<file path="config.mk">
export PLATFORM = sky130hd
export DESIGN_NAME = pixel_read_master_flat
export DESIGN_NICKNAME = d
export VERILOG_FILES = /design/src/rtl/sobel_pkg.sv /design/src/rtl/pixel_read_master_if.sv /design/src/rtl/pixel_fifo.sv /design/src/rtl/pixel_read_master.sv /design/src/flat_wrapper.sv
export SDC_FILE = /design/constraint.sdc
export NUM_CORES = 1
export LEC_CHECK = 0
export CORE_MARGIN = 2
export CORE_UTILIZATION = 45
export CTS_BUF_LIST = sky130_fd_sc_hd__clkbuf_16
export DETAILED_ROUTE_END_ITERATION = 12
export PLACE_DENSITY = 0.71
export SLEW_MARGIN = 20
export SYNTH_ARGS = -nofsm -noshare
export SYNTH_HDL_FRONTEND = slang
export SYNTH_SLANG_ARGS = --single-unit
</file>
<file path="constraint.sdc">
create_clock -name clk -period 2.7 [get_ports clk]
set_input_delay 0.54 -clock clk [delete_from_list [all_inputs] [get_ports clk]]
set_output_delay 0.54 -clock clk [all_outputs]
set_load 0.01 [all_outputs]
</file>
<file path="src/rtl/sobel_pkg.sv">
// sobel_pkg -- shared types and default sizes for the Sobel pixel pipeline.
//
// Contents:
//   prm_state_t     : pixel_read_master state encoding (IDLE, ISSUE, DRAIN, DONE)
//   PIX_ADDR_W      : default pixel address width
//   PIX_DATA_W      : default pixel word width
//   PIX_FIFO_DEPTH  : default pixel buffer depth (power of 2, at least 2)
`timescale 1ns/1ps
package sobel_pkg;

    localparam int PIX_ADDR_W     = 32;
    localparam int PIX_DATA_W     = 32;
    localparam int PIX_FIFO_DEPTH = 4;

    typedef enum logic [1:0] {
        IDLE  = 2'd0,
        ISSUE = 2'd1,
        DRAIN = 2'd2,
        DONE  = 2'd3
    } prm_state_t;

endpackage

</file>
<file path="src/rtl/pixel_read_master_if.sv">
// pixel_read_master_if -- groups the Avalon-MM read master bus and the outgoing
// pixel stream of pixel_read_master.
//
// Signals:
//   m_address, m_read          : read request (master -> memory)
//   m_waitrequest, m_readdata  : stall and read data (memory -> master)
//   pix_data, pix_valid        : pixel stream (master -> Sobel stage)
//   pix_ready                  : stream back-pressure (Sobel stage -> master)
// Modports:
//   master : the view used by pixel_read_master
//   slave  : the view of the surrounding memory and Sobel stage
`timescale 1ns/1ps
interface pixel_read_master_if
    import sobel_pkg::*;
#(
    parameter int ADDR_W = PIX_ADDR_W,
    parameter int DATA_W = PIX_DATA_W
);
    logic [ADDR_W-1:0] m_address;
    logic              m_read;
    logic              m_waitrequest;
    logic [DATA_W-1:0] m_readdata;
    logic [DATA_W-1:0] pix_data;
    logic              pix_valid;
    logic              pix_ready;

    modport master (
        output m_address, m_read, pix_data, pix_valid,
        input  m_waitrequest, m_readdata, pix_ready
    );

    modport slave (
        input  m_address, m_read, pix_data, pix_valid,
        output m_waitrequest, m_readdata, pix_ready
    );
endinterface

</file>
<file path="src/rtl/pixel_fifo.sv">
// pixel_fifo -- small synchronous FIFO buffering pixel words between the
// memory reads and the pixel stream.
//
// Ports:
//   clk, rst : clock and synchronous active-high reset (also used as flush)
//   push     : write wdata (ignored when full unless a pop happens too)
//   pop      : remove head entry (ignored when empty)
//   rdata    : head entry, driven straight from storage flops
//   empty, full, count : occupancy, all derived from the count register
`timescale 1ns/1ps
module pixel_fifo
    import sobel_pkg::*;
#(
    parameter int DATA_W = PIX_DATA_W,
    parameter int DEPTH  = PIX_FIFO_DEPTH
) (
    input  logic                   clk,
    input  logic                   rst,
    input  logic                   push,
    input  logic [DATA_W-1:0]      wdata,
    input  logic                   pop,
    output logic [DATA_W-1:0]      rdata,
    output logic                   empty,
    output logic                   full,
    output logic [$clog2(DEPTH):0] count
);
    localparam int PTR_W = $clog2(DEPTH);
    localparam int CNT_W = PTR_W + 1;

    logic [DATA_W-1:0] mem_q [DEPTH];
    logic [DATA_W-1:0] mem_d [DEPTH];
    logic [PTR_W-1:0]  wr_ptr_q, wr_ptr_d;
    logic [PTR_W-1:0]  rd_ptr_q, rd_ptr_d;
    logic [CNT_W-1:0]  count_q, count_d;
    logic              do_push, do_pop;

    // Next-state for storage, pointers and count. Pointers wrap naturally
    // because DEPTH is a power of 2. A push while full is only honoured
    // when a pop frees a slot in the same cycle.
    always_comb begin
        do_pop   = pop && (count_q != '0);
        do_push  = push && ((count_q != CNT_W'(DEPTH)) || do_pop);
        mem_d    = mem_q;
        wr_ptr_d = wr_ptr_q;
        rd_ptr_d = rd_ptr_q;
        if (do_push) begin
            mem_d[wr_ptr_q] = wdata;
            wr_ptr_d        = wr_ptr_q + PTR_W'(1);
        end
        if (do_pop) begin
            rd_ptr_d = rd_ptr_q + PTR_W'(1);
        end
        count_d = count_q + CNT_W'(do_push) - CNT_W'(do_pop);
    end

    // Storage is cleared on reset so the head reads as zero when empty.
    always_ff @(posedge clk) begin
        if (rst) begin
            for (int i = 0; i < DEPTH; i++) begin
                mem_q[i] <= '0;
            end
            wr_ptr_q <= '0;
            rd_ptr_q <= '0;
            count_q  <= '0;
        end else begin
            mem_q    <= mem_d;
            wr_ptr_q <= wr_ptr_d;
            rd_ptr_q <= rd_ptr_d;
            count_q  <= count_d;
        end
    end

    assign rdata = mem_q[rd_ptr_q];
    assign empty = (count_q == '0);
    assign full  = (count_q == CNT_W'(DEPTH));
    assign count = count_q;
endmodule

</file>
<file path="src/rtl/pixel_read_master.sv">
// pixel_read_master -- reads a range of pixel words over Avalon-MM and streams
// them to the Sobel stage through a small FIFO.
//
// Ports:
//   clk, rst             : clock, synchronous active-high reset
//   startpixel, endpixel : inclusive address range, latched on start
//   control              : bit0 = run (start on rise, abort when dropped)
//   bus                  : pixel_read_master_if.master (Avalon read + stream)
//   busy, done, err      : status flags
//   pix_count            : popped-pixel counter, only with PIXEL_COUNT_EN
// Build option:
//   PIXEL_COUNT_EN : adds the saturating pix_count output
`timescale 1ns/1ps
module pixel_read_master
    import sobel_pkg::*;
#(
    parameter int ADDR_W     = PIX_ADDR_W,
    parameter int DATA_W     = PIX_DATA_W,
    parameter int FIFO_DEPTH = PIX_FIFO_DEPTH
) (
    input  logic                 clk,
    input  logic                 rst,
    input  logic [ADDR_W-1:0]    startpixel,
    input  logic [ADDR_W-1:0]    endpixel,
    input  logic [31:0]          control,
    pixel_read_master_if.master  bus,
    output logic                 busy,
    output logic                 done,
    output logic                 err
`ifdef PIXEL_COUNT_EN
    ,
    output logic [31:0]          pix_count
`endif
);
    localparam int CNT_W = $clog2(FIFO_DEPTH) + 1;

    prm_state_t        state_q, state_d;
    logic [ADDR_W-1:0] addr_q, addr_d;
    logic [ADDR_W-1:0] end_q, end_d;
    logic              read_q, read_d;
    logic              busy_q, busy_d;
    logic              done_q, done_d;
    logic              err_q, err_d;

    logic              run, accept, pending, flush, start;
    logic              fifo_push, fifo_pop, fifo_empty, fifo_full, fifo_rst;
    logic [DATA_W-1:0] fifo_rdata;
    logic [CNT_W-1:0]  fifo_count, count_after;
    logic              unused_bits;

    assign unused_bits = ^{control[31:1], fifo_full};

    // Sequencing. An abort only lands once no read is outstanding; a read
    // accepted in the abort cycle is dropped rather than pushed. m_read for
    // the next cycle looks ahead at the FIFO occupancy after this edge so a
    // request is never raised without a free slot to receive it.
    always_comb begin
        run       = control[0];
        accept    = read_q && !bus.m_waitrequest;
        pending   = read_q && bus.m_waitrequest;
        fifo_pop  = !fifo_empty && bus.pix_ready;
        state_d   = state_q;
        addr_d    = addr_q;
        end_d     = end_q;
        err_d     = err_q;
        flush     = 1'b0;
        start     = 1'b0;
        fifo_push = 1'b0;
        case (state_q)
            IDLE: begin
                if (run) begin
                    start  = 1'b1;
                    addr_d = startpixel;
                    end_d  = endpixel;
                    err_d  = 1'b0;
                    if (endpixel >= startpixel) begin
                        state_d = ISSUE;
                    end else begin
                        state_d = DONE;
                        err_d   = 1'b1;
                    end
                end
            end
            ISSUE: begin
                if (!run && !pending) begin
                    flush   = 1'b1;
                    state_d = IDLE;
                end else if (accept) begin
                    fifo_push = 1'b1;
                    addr_d    = addr_q + ADDR_W'(1);
                    if (addr_q == end_q) begin
                        state_d = DRAIN;
                    end
                end
            end
            DRAIN: begin
                if (!run) begin
                    flush   = 1'b1;
                    state_d = IDLE;
                end else if (fifo_empty) begin
                    state_d = DONE;
                end
            end
            DONE: begin
                if (!run) begin
                    state_d = IDLE;
                end
            end
            default: state_d = IDLE;
        endcase
        count_after = fifo_count + CNT_W'(fifo_push) - CNT_W'(fifo_pop);
        read_d = (state_d == ISSUE) && (pending || (count_after < CNT_W'(FIFO_DEPTH)));
        busy_d = (state_d == ISSUE) || (state_d == DRAIN);
        done_d = (state_d == DONE);
    end

    // All control state and status outputs are registered here.
    always_ff @(posedge clk) begin
        if (rst) begin
            state_q <= IDLE;
            addr_q  <= '0;
            end_q   <= '0;
            read_q  <= 1'b0;
            busy_q  <= 1'b0;
            done_q  <= 1'b0;
            err_q   <= 1'b0;
        end else begin
            state_q <= state_d;
            addr_q  <= addr_d;
            end_q   <= end_d;
            read_q  <= read_d;
            busy_q  <= busy_d;
            done_q  <= done_d;
            err_q   <= err_d;
        end
    end

    // The FIFO has no dedicated flush port, so an abort is folded into its reset.
    assign fifo_rst = rst || flush;

    pixel_fifo #(
        .DATA_W (DATA_W),
        .DEPTH  (FIFO_DEPTH)
    ) u_fifo (
        .clk   (clk),
        .rst   (fifo_rst),
        .push  (fifo_push),
        .wdata (bus.m_readdata),
        .pop   (fifo_pop),
        .rdata (fifo_rdata),
        .empty (fifo_empty),
        .full  (fifo_full),
        .count (fifo_count)
    );

    assign bus.m_address = addr_q;
    assign bus.m_read    = read_q;
    assign bus.pix_valid = !fifo_empty;
    assign bus.pix_data  = fifo_rdata;
    assign busy          = busy_q;
    assign done          = done_q;
    assign err           = err_q;

`ifdef PIXEL_COUNT_EN
    logic [31:0] pix_count_q, pix_count_d;

    // Counts completed stream handshakes, restarting on every start and
    // sticking at all-ones instead of wrapping.
    always_comb begin
        pix_count_d = pix_count_q;
        if (start) begin
            pix_count_d = '0;
        end else if (fifo_pop && (pix_count_q != 32'hFFFF_FFFF)) begin
            pix_count_d = pix_count_q + 32'd1;
        end
    end

    always_ff @(posedge clk) begin
        if (rst) begin
            pix_count_q <= '0;
        end else begin
            pix_count_q <= pix_count_d;
        end
    end

    assign pix_count = pix_count_q;
`endif
endmodule

</file>
<file path="src/flat_wrapper.sv">
// flat-port wrapper written by rule: the top's interface ports become plain ports
module pixel_read_master_flat import sobel_pkg::*;
#(
    parameter int ADDR_W     = PIX_ADDR_W,
    parameter int DATA_W     = PIX_DATA_W,
    parameter int FIFO_DEPTH = PIX_FIFO_DEPTH
)
  (clk, rst, startpixel, endpixel, control, busy, done, err, bus_m_address, bus_m_read, bus_pix_data, bus_pix_valid, bus_m_waitrequest, bus_m_readdata, bus_pix_ready);
  pixel_read_master_if #(.ADDR_W(ADDR_W), .DATA_W(DATA_W)) bus_i ();
  input  logic clk;
  input  logic rst;
  input  logic [ADDR_W-1:0] startpixel;
  input  logic [ADDR_W-1:0] endpixel;
  input  logic [31:0] control;
  output logic busy;
  output logic done;
  output logic err;
  output wire logic [$bits(bus_i.m_address)-1:0] bus_m_address;
  output wire logic [$bits(bus_i.m_read)-1:0] bus_m_read;
  output wire logic [$bits(bus_i.pix_data)-1:0] bus_pix_data;
  output wire logic [$bits(bus_i.pix_valid)-1:0] bus_pix_valid;
  input wire logic [$bits(bus_i.m_waitrequest)-1:0] bus_m_waitrequest;
  input wire logic [$bits(bus_i.m_readdata)-1:0] bus_m_readdata;
  input wire logic [$bits(bus_i.pix_ready)-1:0] bus_pix_ready;
  assign bus_m_address = bus_i.m_address;
  assign bus_m_read = bus_i.m_read;
  assign bus_pix_data = bus_i.pix_data;
  assign bus_pix_valid = bus_i.pix_valid;
  assign bus_i.m_waitrequest = bus_m_waitrequest;
  assign bus_i.m_readdata = bus_m_readdata;
  assign bus_i.pix_ready = bus_pix_ready;
  pixel_read_master #(.ADDR_W(ADDR_W), .DATA_W(DATA_W), .FIFO_DEPTH(FIFO_DEPTH)) u_core (.clk(clk), .rst(rst), .startpixel(startpixel), .endpixel(endpixel), .control(control), .bus(bus_i), .busy(busy), .done(done), .err(err));
endmodule
</file>
==> results of run 1 <==
[routing by layer]
metal / vias to the layer above / part of all wire (%) / global-route usage [%] / routed length [um]
li1: 4780 / - / - / -
met1: 4601 / 43 / 31.10 / 12750
met2: 295 / 49 / 43.69 / 14630
met3: 47 / 5.7 / 3.418 / 1696
met4: 0 / 2.3 / 7.231 / 692
met5: - / 0 / 0 / 0
[area by class of cell]
type / count / area [um^2]
multi-input combinational: 930 / 5545
sequential: 205 / 4108
inverter: 50 / 187.7
clock inverter: 19 / 138.9
timing repair buffer: 283 / 2689
fill: 1995 / 8833
tap: 285 / 356.6
clock buffer: 23 / 575.6
[worst paths after layout]
path / to / cells after the start
worst min register to register: u_core.u_fifo.mem_q[96]$_SDFFE_PP0P_ / 2
worst max register to register: u_core.busy$_SDFF_PP0_ / 9
worst min-delay path: u_core.u_fifo.mem_q[96]$_SDFFE_PP0P_ / 2
worst max-delay path: bus_pix_data[4] / 3
[report_power, final]
group | internal (mW) | switching (mW)
clock network | 1.74 | 1.26
logic | 1.05 | 1.04
registers | 3.18 | 0.175
total | 5.97 | 2.47
[kinds of logic (layout without fill, tap and decap cells)]
group / Yosys count / after routing / share of synthesized area (%)
DFF: 205 / 205 / 40.16
xor gates and xnor gates: 38 / 38 / 3.257
buffers and inverters: 142 / 375 / 5.926
AOI/OAI and AO/OA: 302 / 302 / 16.20
muxes: 38 / 38 / 7.640
adders and majority gates: 48 / 48 / 5.950
and+or+nand+nor: 504 / 504 / 20.87
[through the flow]
step	instances	TNS (ns)	hold slack, ns	power [mW]	worst slack, ns
floorplan	1277	0	0.4331	4.520	0.2815
global placement	1746	-1.979	0.4386	5.392	-0.4705
detailed placement	1746	-1.970	0.4442	5.419	-0.4601
CTS	1791	0	0.4524	8.440	0.003199
global route	1795	0	0.4707	8.801	0.001748
finish	1795	0	0.4526	8.443	0.04835
[timing repair]
action / CTS / global route
hold buffers: 0 / 0
pin swaps: 0 / 2
setup endpoints to repair: 31 / 16
buffers inserted: 3 / 4
cloned: 0 / 0
resized for setup: 3 / 10
[synth_stat cells (all sizes together), types with 2 or more instances]
master | n | share of area (%)
a31oi | 4 | 0.24
mux2i | 6 | 0.59
nand2 | 370 | 14
dfxtp | 205 | 40
buf | 16 | 0.69
a211oi | 13 | 0.95
clkbuf | 76 | 3.4
nor4b | 2 | 0.23
nor2 | 40 | 1.5
nand4 | 12 | 0.73
o31ai | 2 | 0.15
or3 | 4 | 0.26
xor2 | 13 | 1.1
nand3 | 22 | 1.2
ha | 47 | 5.8
nand2b | 3 | 0.18
a21o | 2 | 0.15
inv | 49 | 1.8
nor4 | 6 | 0.37
a311oi | 3 | 0.26
and3 | 3 | 0.21
a22oi | 5 | 0.37
o311ai | 2 | 0.17
or2 | 6 | 0.39
nor3 | 13 | 0.64
nand3b | 2 | 0.15
mux4 | 32 | 7.1
xnor2 | 25 | 2.1
and2 | 12 | 0.76
or4 | 2 | 0.15
nor2b | 5 | 0.33
o22ai | 15 | 0.92
o21a | 2 | 0.15
a21oi | 207 | 10
o21ai | 38 | 1.9
[sequential cells by signal, indices dropped and copies added (netlist names)]
signal / count
u_core.u_fifo.mem_q: 128
u_core.bus.m_address: 32
u_core.end_q: 32
u_core.u_fifo.count: 3
u_core.state_q: 2
u_core.u_fifo.rd_ptr_q: 2
u_core.u_fifo.wr_ptr_q: 2
u_core.bus.m_read: 1
u_core.busy: 1
u_core.done: 1
u_core.err: 1
[worst min-delay path, stage by stage (launching register included)]
cell and delay (ns):
dfxtp_1 0.31, nand2_1 0.05, a21oi_1 0.05
==> flow_summary.json, run 1 <==
{
  "viasPerCell": 5.417,
  "drt.antenna.violating_nets": 0,
  "cts_tree": "built",
  "grt_max_degree": 68,
  "dp_hpwl_um": 20320,
  "path_class": "reg2out",
  "pwr_density_cell_nw_per_um2": 620.8,
  "r2r-start": "u_core.end_q[28]$_SDFFE_PP0P_",
  "antenna_found_initial": 0,
  "r2r_slack_ns": 0.12,
  "layout_commonest_cell": "nand2_1",
  "path_delay_family": "buffers and inverters",
  "yosys_register_bits": 205,
  "skew_ns": 0.01135,
  "synth_edf_count": 0,
  "grt_pass1_wl_um": 48100,
  "max_stage_delay_ns": 0.52,
  "status": "complete, no violations",
  "yosysWarnings": 0,
  "slowest_stage": "mux4_2",
  "gp_congestion": 0.9420,
  "drt_pass1_iterations": 5,
  "core_um2": 22430,
  "ir_worst_vdd_mv": 0.3700,
  "grt_pass1_vias": 9441,
  "min_from": "u_core.u_fifo.mem_q[96]$_SDFFE_PP0P_",
  "core.rowCount": 55,
  "layout_common_cells": "nand2_1 (369), a21oi_1 (207), dfxtp_1 (204)",
  "clock.fmax_mhz": 377.1,
  "crit_chain": "buf_12, mux4_2, clkdlybuf4s50_1",
  "min_period_ns": 2.652,
  "dieArea_um2": 23930,
  "crit_buf_inv": 2,
  "overflow": 0,
  "h-tree-depth": 1,
  "path_max_fanout": 12,
  "drc": 0,
  "cap_violations": 0,
  "required_ns": 2.16,
  "placed_area_um2": 12790,
  "insertion_delay_ns": 0.51,
  "fin_area_um2": 13600,
  "grt_use_total_pct": 24.58,
  "startpoint": "u_core.u_fifo.rd_ptr_q[0]$_SDFFE_PP0P_",
  "io_buffers": 169,
  "final_hold_viol_count": 0,
  "syn_area_per_cell_um2": 8.003,
  "die_w_um": 154.7,
  "yosysSeqAreaShare_pct": 40.16,
  "io-pin-count": 201,
  "cts_root_buf": "clkbuf_16",
  "async_flop_share_pct": 0,
  "cts_buffers": 23,
  "synthesis.nets": 1457,
  "fin_nets": 1673,
  "rsz0062_at_grt": "false",
  "clk_pin_slew_ns": 0.06,
  "dr.first_iter.drc_count": 512,
  "start_util_pct": 45.55,
  "wl_per_cell_um": 16.58,
  "finalSetupViolations": 0,
  "syn_inst": 1277,
  "slew_headroom_pct": 51.39,
  "final_util_pct": 60.62,
  "layout-drive-gt1-share_pct": 13.58,
  "end_kind": "output pin",
  "wl_um": 29770,
  "diodes": 0,
  "tightest_slew_ns": 0.7292,
  "drv_slew": 0,
  "hold_path.class": "reg2reg",
  "cellLeakagePower_nw": 5.104,
  "cp-start-kind": "flop",
  "syn_area_um2": 10220,
  "ys.flop_type": "dfxtp_1",
  "arrival_ns": 2.11,
  "ys_types": 62,
  "syn_to_final_growth_pct": 33.08,
  "min_period_over_period_pct": 98.21,
  "cts.sinks": 205,
  "clockBufferDepth": 3,
  "die_y_um": 154.7,
  "via_count": 9723
}
Power figures use the tool's default switching activity.
==> run 2, diff against run 1 <==
--- a/config.mk
+++ b/config.mk
@@ -9,7 +9,9 @@
 export CORE_UTILIZATION = 45
 export CTS_BUF_LIST = sky130_fd_sc_hd__clkbuf_16
 export DETAILED_ROUTE_END_ITERATION = 12
+export GPL_TIMING_DRIVEN = 0
 export PLACE_DENSITY = 0.71
+export SKIP_CTS_REPAIR_TIMING = 1
 export SLEW_MARGIN = 20
 export SYNTH_ARGS = -nofsm -noshare
 export SYNTH_HDL_FRONTEND = slang
==> run 2 against run 1 <==
  * Count of clock-buffer cells in the layout stayed put
  * Fmax is 0.68% lower
  * Highest routed layer unchanged
  * Global-route usage is 1.8 points higher
  * Non-clock buffer count is 22 lower
==> flow_summary.json, run 2 (synthesis gave the netlist of run 1 again) <==
{
  "min_from": "u_core.u_fifo.mem_q[41]$_SDFFE_PP0P_",
  "skew_ns": 0.02312,
  "hold_path.class": "reg2reg",
  "core_um2": 22430,
  "start_util_pct": 45.55,
  "via_count": 9995,
  "cp-start-kind": "flop",
  "diodes": 0,
  "gr-usage-met3_pct": 4.259,
  "path_max_fanout": 7,
  "antenna_found_initial": 0,
  "post-place-cells": 1730,
  "cts_buffers": 23,
  "drc": 0,
  "core.rowCount": 55,
  "die_w_um": 154.7,
  "grt_max_degree": 15,
  "largest-register": "u_core.u_fifo.mem_q",
  "clock.fmax_mhz": 374.6,
  "layout_common_cells": "nand2_1 (370), a21oi_1 (207), dfxtp_1 (203)",
  "clk_pin_slew_ns": 0.07,
  "pwr-share-clk_pct": 38.2,
  "fin_nets": 1651,
  "dp_hpwl_um": 23130,
  "busiest_layer": "met2",
  "p_int_mw": 6.176,
  "wl_um": 32500,
  "tightest_slew_ns": 0.7056,
  "finalSetupViolations": 0,
  "total_power_mw": 8.774,
  "cts.sinks": 205,
  "crit_chain": "buf_4, mux4_2, clkdlybuf4s50_1",
  "r2r-start": "u_core.bus.m_address[11]$_SDFFE_PP0P_",
  "min_period_over_period_pct": 98.88,
  "largest_reg_flops": 128,
  "dr.first_iter.drc_count": 818,
  "viasPerCell": 5.637,
  "arrival_ns": 2.13,
  "die_y_um": 154.7,
  "status": "complete, no violations",
  "cap_violations": 0,
  "cts_root_buf": "clkbuf_16",
  "clockBufferDepth": 3,
  "io-pin-count": 201,
  "r2r_cells": 9,
  "grt_use_total_pct": 26.40,
  "insertion_delay_ns": 0.53,
  "grt_pass1_vias": 9573,
  "hold_path_depth": 2,
  "final_util_pct": 59.29,
  "slowest_stage": "mux4_2",
  "cts_tree": "built",
  "crit_cells": 3,
  "layout_commonest_cell": "nand2_1",
  "startpoint": "u_core.u_fifo.rd_ptr_q[0]$_SDFFE_PP0P_",
  "wl_per_cell_um": 18.33,
  "final_cells": 1773,
  "min_period_ns": 2.670,
  "p_seq_share_pct": 38.9,
  "layout-drive-gt1-share_pct": 8.669,
  "path_delay_family": "buffers and inverters",
  "max_stage_delay_ns": 0.52,
  "slew_headroom_pct": 52.96,
  "swShare_pct": 29.61,
  "p_sw_mw": 2.598,
  "path_class": "reg2out",
  "pwr_density_cell_nw_per_um2": 659.6,
  "drt.antenna.violating_nets": 0,
  "ir_worst_vdd_mv": 0.4950,
  "grt_pass1_wl_um": 50420,
  "syn_to_final_growth_pct": 30.15,
  "h-tree-depth": 1,
  "crit_buf_inv": 2,
  "gp_congestion": 0.9533,
  "drv_slew": 0,
  "io_buffers": 168,
  "final_hold_viol_count": 0,
  "comb_power_share_pct": 22.9,
  "tns_ns": 0,
  "drt_pass1_iterations": 5,
  "dieArea_um2": 23930,
  "overflow": 0,
  "grtUsageMet2_pct": 44.37,
  "required_ns": 2.16,
  "use_met1_pct": 34.30,
  "end_kind": "output pin",
  "cellLeakagePower_nw": 5.211
}
run 2: cell types whose count changed in the layout (fill, tap and decap cells not counted), moves of 2 or more:
cell             change
clkinv_2             -2
clkbuf_2             +9
clkinv_1             -3
buf_12               -7
dlymetal6s2s_1      +22
buf_2                +3
bufinv_16            +3
buf_4               -92
clkdlybuf4s50_1     -22
clkbuf_8             +6
clkbuf_1            +59
run 2: cell type report:
type | count | area [um^2]
Multi-Input combinational cell | 930 | 5567
Timing Repair Buffer | 174 | 1799
Clock buffer | 23 | 575.6
Tap cell | 285 | 356.6
Fill cell | 2010 | 9133
Sequential cell | 205 | 4109
Clock inverter | 19 | 236.5
Inverter | 50 | 187.7
Buffer | 87 | 470.5
run 2: power groups by stage:
stage | registers, mW | logic [mW] | clock network, mW
floorplan | 3.40 | 1.12 | 0
global placement | 3.42 | 1.86 | 0
detailed placement | 3.42 | 1.89 | 0
CTS | 3.36 | 1.91 | 3.37
global route | 3.43 | 2.17 | 3.52
finish | 3.41 | 2.01 | 3.35
run 2: path summary, 6_finish.rpt:
| path | end | slack [ns] |
|---|---|---|
| max | bus_pix_data[0] | 0.03 |
| min | u_core.u_fifo.mem_q[41]$_SDFFE_PP0P_ | 0.45 |
| max reg2reg | u_core.busy$_SDFF_PP0_ | 0.11 |
| min reg2reg | u_core.u_fifo.mem_q[41]$_SDFFE_PP0P_ | 0.45 |
run 2: metal layers:
metal  vias up  wire, um
li1       4731         -
met1      4711     13160
met2       478     15610
met3        75      2649
met4         0      1080
met5         -         0
run 2: worst min-delay path: cells and delay by family, from the launching register on:
family	cells	cell delay [ns]
AO/OA/AOI/OAI	1	0.05
flip-flops	1	0.30
AND/OR/NAND/NOR	1	0.05
run 2: per-stage QoR:
| stage | setup slack [ns] | area [um^2] | hold slack (ns) |
|---|---|---|---|
| global route | -0.01968 | 13300 | 0.4712 |
| CTS | -1.022 | 13070 | 0.4512 |
| global placement | -0.6244 | 12260 | 0.4385 |
| detailed placement | -0.6340 | 12260 | 0.4431 |
| finish | 0.03024 | 13300 | 0.4521 |
| floorplan | 0.2815 | 10220 | 0.4331 |
==> run 3, diff against run 2 <==
--- a/config.mk
+++ b/config.mk
@@ -12,7 +12,6 @@
 export GPL_TIMING_DRIVEN = 0
 export PLACE_DENSITY = 0.71
 export SKIP_CTS_REPAIR_TIMING = 1
-export SLEW_MARGIN = 20
 export SYNTH_ARGS = -nofsm -noshare
 export SYNTH_HDL_FRONTEND = slang
 export SYNTH_SLANG_ARGS = --single-unit
==> results of run 3 <==
The final DEF is identical to that of run 2; final timing and power are the same.
